==> src/rtl/nibble_add_pkg.sv <==
// rtl/nibble_add_pkg.sv - shared state encoding and nibble width for the serial adder
package nibble_add_pkg;

    localparam int NIB_W = 4;

    typedef enum logic [1:0] {
        IDLE = 2'd0,
        RUN  = 2'd1,
        DONE = 2'd2
    } state_t;

endpackage

==> src/rtl/add4_nibble.sv <==
// rtl/add4_nibble.sv - combinational 4-bit full adder datapath
module add4_nibble
    import nibble_add_pkg::*;
(
    input  logic [NIB_W-1:0] a,
    input  logic [NIB_W-1:0] b,
    input  logic             c_in,
    output logic [NIB_W-1:0] sum,
    output logic             cout
);

    assign {cout, sum} = {1'b0, a} + {1'b0, b} + {{NIB_W{1'b0}}, c_in};

endmodule

==> src/rtl/nibble_serial_add_ctrl.sv <==
// rtl/nibble_serial_add_ctrl.sv - sequences one 4-bit adder over WIDTH-bit operands, LS nibble first
module nibble_serial_add_ctrl
    import nibble_add_pkg::*;
#(
    parameter int WIDTH = 16
) (
    input  logic             clk,
    input  logic             rst_n,
    input  logic             start,
    input  logic [WIDTH-1:0] a,
    input  logic [WIDTH-1:0] b,
    input  logic             c_in,
    output logic             busy,
    output logic             done,
    output logic [WIDTH-1:0] sum,
    output logic             cout
);

    localparam int NIB   = WIDTH / NIB_W;
    localparam int IDX_W = (NIB > 1) ? $clog2(NIB) : 1;
    localparam logic [IDX_W-1:0] IDX_LAST = IDX_W'(NIB - 1);

    state_t           state;
    state_t           state_next;
    logic             accept;
    logic             last;
    logic [IDX_W-1:0] idx;
    logic [WIDTH-1:0] op_a;
    logic [WIDTH-1:0] op_b;
    logic             carry_r;
    logic [NIB_W-1:0] nib_a;
    logic [NIB_W-1:0] nib_b;
    logic [NIB_W-1:0] nib_s;
    logic             nib_c;

    assign last  = (idx == IDX_LAST);
    assign nib_a = op_a[idx*NIB_W +: NIB_W];
    assign nib_b = op_b[idx*NIB_W +: NIB_W];

    add4_nibble u_add4 (
        .a    (nib_a),
        .b    (nib_b),
        .c_in (carry_r),
        .sum  (nib_s),
        .cout (nib_c)
    );

    always_ff @(posedge clk or negedge rst_n) begin
        if (!rst_n) begin
            state <= IDLE;
        end else begin
            state <= state_next;
        end
    end

    always_comb begin
        state_next = state;
        accept     = 1'b0;
        busy       = 1'b0;
        done       = 1'b0;
        case (state)
            IDLE: begin
                if (start) begin
                    accept     = 1'b1;
                    state_next = RUN;
                end
            end
            RUN: begin
                busy = 1'b1;
                if (last) begin
                    state_next = DONE;
                end
            end
            DONE: begin
                done = 1'b1;
                if (start) begin
                    accept     = 1'b1;
                    state_next = RUN;
                end else begin
                    state_next = IDLE;
                end
            end
            default: state_next = IDLE;
        endcase
    end

    always_ff @(posedge clk or negedge rst_n) begin
        if (!rst_n) begin
            idx     <= '0;
            op_a    <= '0;
            op_b    <= '0;
            carry_r <= 1'b0;
            sum     <= '0;
            cout    <= 1'b0;
        end else if (accept) begin
            idx     <= '0;
            op_a    <= a;
            op_b    <= b;
            carry_r <= c_in;
            sum     <= '0;
            cout    <= 1'b0;
        end else if (state == RUN) begin
            sum[idx*NIB_W +: NIB_W] <= nib_s;
            carry_r                 <= nib_c;
            if (last) begin
                cout <= nib_c;
            end else begin
                idx <= idx + 1'b1;
            end
        end
    end

endmodule

==> config.mk <==
export PLATFORM = sky130hd
export DESIGN_NAME = nibble_serial_add_ctrl
export DESIGN_NICKNAME = d
export VERILOG_FILES = /design/src/rtl/nibble_add_pkg.sv /design/src/rtl/add4_nibble.sv /design/src/rtl/nibble_serial_add_ctrl.sv
export SDC_FILE = /design/constraint.sdc
export NUM_CORES = 1
export LEC_CHECK = 0
export BUFFER_PORTS_ARGS = -buffer_cell sky130_fd_sc_hd__buf_2
export CAP_MARGIN = 20
export CORE_ASPECT_RATIO = 1.25
export CORE_MARGIN = 1
export CORE_UTILIZATION = 60
export CTS_BUF_LIST = sky130_fd_sc_hd__clkbuf_4 sky130_fd_sc_hd__clkbuf_8
export DETAILED_ROUTE_END_ITERATION = 12
export PLACE_DENSITY = 0.87
export SLEW_MARGIN = 20
export SYNTH_ARGS = -nofsm -noshare
export SYNTH_HDL_FRONTEND = slang
export SYNTH_SLANG_ARGS = --single-unit
==> constraint.sdc <==
create_clock -name clk -period 6.6 [get_ports clk]
set_clock_uncertainty 0.1 [all_clocks]
set_input_delay 1.32 -clock clk [delete_from_list [all_inputs] [get_ports clk]]
set_output_delay 1.32 -clock clk [all_outputs]
set_load 0.005 [all_outputs]
After elaboration in Yosys (flattened, before gate mapping) --
Cells that the tools add are included.
Word-level totals: bits in registers 54, input bits 36, output and inout port bits 19, word-level logic and storage cells 47
Cells by class: add/sub/neg operators 4, equality and inequality tests 6, shift-type cells 4, muxes and demuxes 19, reductions and logical operators 7
Operators with widths (count):
- $neg A4 Y34 | 1
- $shift A4 B34 Y16 const A | 1
- $shiftx A4 B34 Y16 | 1
- $mux W16 | 2
- $shiftx A16 B5 Y4 | 2
- $bwmux W16 | 1
- $mux W1 | 10
- $mux W2 | 5
- $ne A2 B2 Y1 const B | 3
- $pmux W2 S3 | 1
- $reduce_and A2 Y1 | 3
- $add A4 B4 Y5 | 1
- $add A5 B1 Y5 | 1
- $eq A2 B2 Y1 const B | 2
- $reduce_bool A2 Y1 | 2
- $add A2 B1 Y2 const B | 1
- $eq A2 B1 Y1 const B | 1
- $logic_not A2 Y1 | 1
- $reduce_or A2 Y1 | 1

Longest topological paths before layout --
depth after elaboration 7, gate-level depth with buffers 7, mapped depth without buffers 6

Cells and area by module --
A second synthesis with hierarchy kept.
Second synthesis, totals: cell total of the unflattened synthesis 264, area, all modules 2648.8 µm²
Modules (own cells, without submodules):
- nibble_serial_add_ctrl | times used 1, cells an instance 248, area each 2504.9 µm², seq. area each 1351.3 µm²
- add4_nibble | times used 1, cells an instance 16, area each 143.9 µm², seq. area each 0.0 µm²

Worst setup path before layout --
Ideal clock, no wire load.
kind register -> register, from reg idx[0], to reg carry_r, library setup time 0.131 ns, arrival time 2.465 ns, required time 6.369 ns, slack 3.904 ns, stages on the path, launching flop included 8, path buffers 1, clock period less this slack 2.696 ns, cell sequence dfrtp_1 > buf_4 > mux4_2 > fa_1 > fa_1 > a21o_1 > a21oi_1 > o211ai_1
On the way: cells in the longest elaborated chain, start to end 5, elaborated cells between the ends (all ways) 6, classes of those cells 2 x add/sub; 2 x shift; 2 x mux
RTL lines:
- from (decl) | line nibble_serial_add_ctrl.sv:27 | logic [IDX_W-1:0] idx;
- from (signal assigned) | line nibble_serial_add_ctrl.sv:108 | idx <= idx + 1'b1;
- $shiftx A16 B5 Y4 (on tied branches) | line nibble_serial_add_ctrl.sv:37, nibble_serial_add_ctrl.sv:38
- $add A4 B4 Y5 (*) | line add4_nibble.sv:12 | assign {cout, sum} = {1'b0, a} + {1'b0, b} + {{NIB_W{1'b0}}, c_in};
- $add A5 B1 Y5 (*) | line add4_nibble.sv:12
- $mux W1 (*) | line nibble_serial_add_ctrl.sv:102 | end else if (state == RUN) begin
- $mux W1 (*) | line nibble_serial_add_ctrl.sv:95 | end else if (accept) begin
- to (signal assigned) | line nibble_serial_add_ctrl.sv:99 | carry_r <= c_in;
- to (signal assigned) | line nibble_serial_add_ctrl.sv:104 | carry_r <= nib_c;
- to (decl) | line nibble_serial_add_ctrl.sv:30 | logic carry_r;
Every way passes the cells marked *; elsewhere a longest branch is shown, timed or not. The select of a mux whose other input is x is not followed. A chain may end at the register's enable or synchronous reset.

Worst setup path after layout --
Ends and elaborated chain as after synthesis.

==> flow_summary.ini <==
[floorplanning]
die_h_um = 74.31
start_util_pct = 64.71
chipWidth_um = 59.85
core_area_um2 = 3879
pin_count = 55
rows = 25
die_area_um2 = 4447

[clock_tree]
cts_hold_buf = 0
postCtsSetupRepairBufs = 0
cts_tree = done
cts_buffers = 5
clkTransAtPathRegs_ps = 90
cts_resized = 0
clock_path_buffers = 2
clock-root-buffer = clkbuf_8
insertion_delay_ps = 300
htree_levels = 2
cts.sink_count = 54

[place]
dpl.hpwl_mm = 3.506
dp_cells = 337
portBuffers = 54
gp_congestion = 0.8266

[drt]
drtAntennaViolNets = 0
drtIter0Drc = 70
drcViolationCount = 0
viasPerCell = 5.517
wl_per_cell_um = 13.95
totalWireLength_mm = 4.800
vias = 1898
drtPass1Iterations = 4

[pwr]
p_switching_uw = 591.7
p_leak_uw = 0.001545
clkPwrFrac_pct = 12.4
powerDensity_nw_per_um2 = 500.9
ir_worst_vdd_uv = 245.3
seqPwrFrac_pct = 39.6
switching_share_pct = 40.75
p_int_uw = 860.4
comb_power_share_pct = 48.1

[final_layout]
regArea_um2 = 1351
antenna_cells = 0
fin_cells = 344
drive_above_1_share_pct = 26.55
fillers = 285
utilization_pct = 74.74
fin_nets = 335
syn_to_final_growth_pct = 15.50
multi_input_area_um2 = 1091

[grt]
grt_max_degree = 55
grt_remaining_overflow = 0
antenna_found_initial = 0
first_global_vias = 1918
grt_first_pass_wirelength_mm = 8.231
grt_usage_pct = 25.11

[worst_setup_path]
ff2ff_setup_slack_ps = 3520
rr_endpoint = carry_r
critPathBufInv = 0
cp_cell_sequence = mux4_2, fa_1, fa_1, a21o_1, a21oi_1, o211ai_1
worstSetupPathType = register to register
crit_arrival_ps = 3150
reg2reg_depth = 6
critPathTopFamily = flip-flops
cp_slowest_stage_delay_ps = 880
cp.required_ps = 6670
critical_path.slowest_cell = dfrtp_1
critPathLaunchType = register
cp_max_fo = 16
endpoint_kind = register
worstReg2RegStart = idx[0]
critPathMostFrequentCell = fa_1

[timing]
tightest_slew_ps = 813.5
setup_viol = 0
period_share_pct = 46.66
tns_ps = 0
post-route-min-period_ps = 3079
rsz0062_at_grt = no
fmax_mhz = 324.7
max-slew-margin-rel_pct = 45.77
hold_viol = 0
maxSlewViolCount = 0

[synth]
synth_nets = 282
yosysMostFrequentCell = nand2_1
yosys_warnings = 0
ys_seq_elements = 54
post_synth_num_cell_types = 35
yosysSeqAreaShare_pct = 53.84
ys_top_cells_by_count = nand2_1, dfrtp_1, a22o_1
synth_top_flop_cell = dfrtp_1
synthesis.area_um2 = 2510
synthCells = 237
yosysTopAreaCellShare_pct = 53.84
yosysTopAreaCell = dfrtp_1
async_flop_share_pct = 100.0
synth.area.top_cells = dfrtp_1, nand2_1, mux4_2
synth_edf_count = 0
avgSynthCellArea_um2 = 10.59

[min_path]
hold_class = register to register
hold_path_depth = 2
min_from = op_a[9]
holdPathEnd = op_a[9]

[run]
maxCapViolations = 0

[run_status]
status = completed
-- layout make-up --
cell class	count	area share [%]
Clock buffer	7	2.892
Inverter	4	0.6042
Multi-Input combinational cell	169	37.64
Sequential cell	54	46.61
Tap cell	54	2.331
Timing Repair Buffer	56	9.927
-- worst min-delay path: stages (launching register included) --
cell and delay (ps):
dfrtp_1 350, nand2_1 50, nand2_1 50
-- per-layer routing --
| metal | up-vias | share of wire [%] | wire [um] | track usage, % |
|---|---|---|---|---|
| met5 | - | 0 | 0 | 0 |
| met4 | 0 | 2.6 | 123 | 13.18 |
| met3 | 12 | 3.4 | 163 | 5.565 |
| met2 | 57 | 51 | 2451 | 39.88 |
| met1 | 930 | 43 | 2062 | 32.26 |
| li1 | 899 | - | - | - |
-- kinds of logic after synthesis --
family,synth area share [%]
AOI/OAI and AO/OA,8.475
xor gates and xnor gates,0.6980
adders and majority gates,5.085
buffers and inverters,2.692
DFF,53.84
muxes,7.178
and+or+nand+nor,22.03
-- cells in the final DEF (no fill, tap or decap) --
master,count
nand2_1,101
dfrtp_1,54
buf_2,53
a22o_1,10
mux4_2,8
a21oi_1,8
ha_1,7
clkbuf_8,5
a32o_1,4
nand3_1,4
inv_1,3
o21ai_0,3
buf_4,3
nor2_1,2
nand3b_1,2
fa_1,2
clkbuf_4,2
nor2b_1,1
nand2b_4,1
inv_4,1
nor2b_2,1
nor4_4,1
nor3b_1,1
and3_1,1
a211oi_1,1
o21bai_1,1
or3b_1,1
xor2_1,1
and4b_1,1
and2_1,1
nor4b_4,1
nor3b_2,1
xnor2_1,1
nand2b_1,1
a21o_1,1
o211ai_1,1
-- registers in the layout, summed over array words and instances, names as in the netlist --
name and count:
state 2, carry_r 1, sum 16, op_b 16
idx 2, cout 1, op_a 16
-- power by group through the flow --
stage	Combinational, uW	Sequential (uW)	Clock, uW
2_1_floorplan	540	539	0
3_3_place_gp	669	576	0
3_5_place_dp	696	582	0
4_1_cts	699	575	182
5_1_grt	779	596	195
6_report	698	575	180
-- through the flow --
step           total power, uW  cell area, um^2  setup WS [ps]  hold slack [ps]
3_3_place_gp              1245             2813           3604            352.5
3_5_place_dp              1278             2815           3537            360.5
2_1_floorplan             1079             2510           3904            340.3
6_report                  1452             2899           3521            378.7
4_1_cts                   1456             2899           3529            381.0
5_1_grt                   1570             2899           3339            404.4
-- worst max-delay path by stage --
stage / depth (start not counted) / slack (ps) / endpoint / from
floorplan: 7 / 3900 / carry_r / idx[0]
global placement: 5 / 3600 / sum[6] / idx[0]
detailed placement: 6 / 3540 / carry_r / idx[0]
CTS: 6 / 3530 / carry_r / idx[0]
global route: 6 / 3340 / carry_r / idx[0]
finish: 6 / 3520 / carry_r / idx[0]
Power figures use the tool's default switching activity.
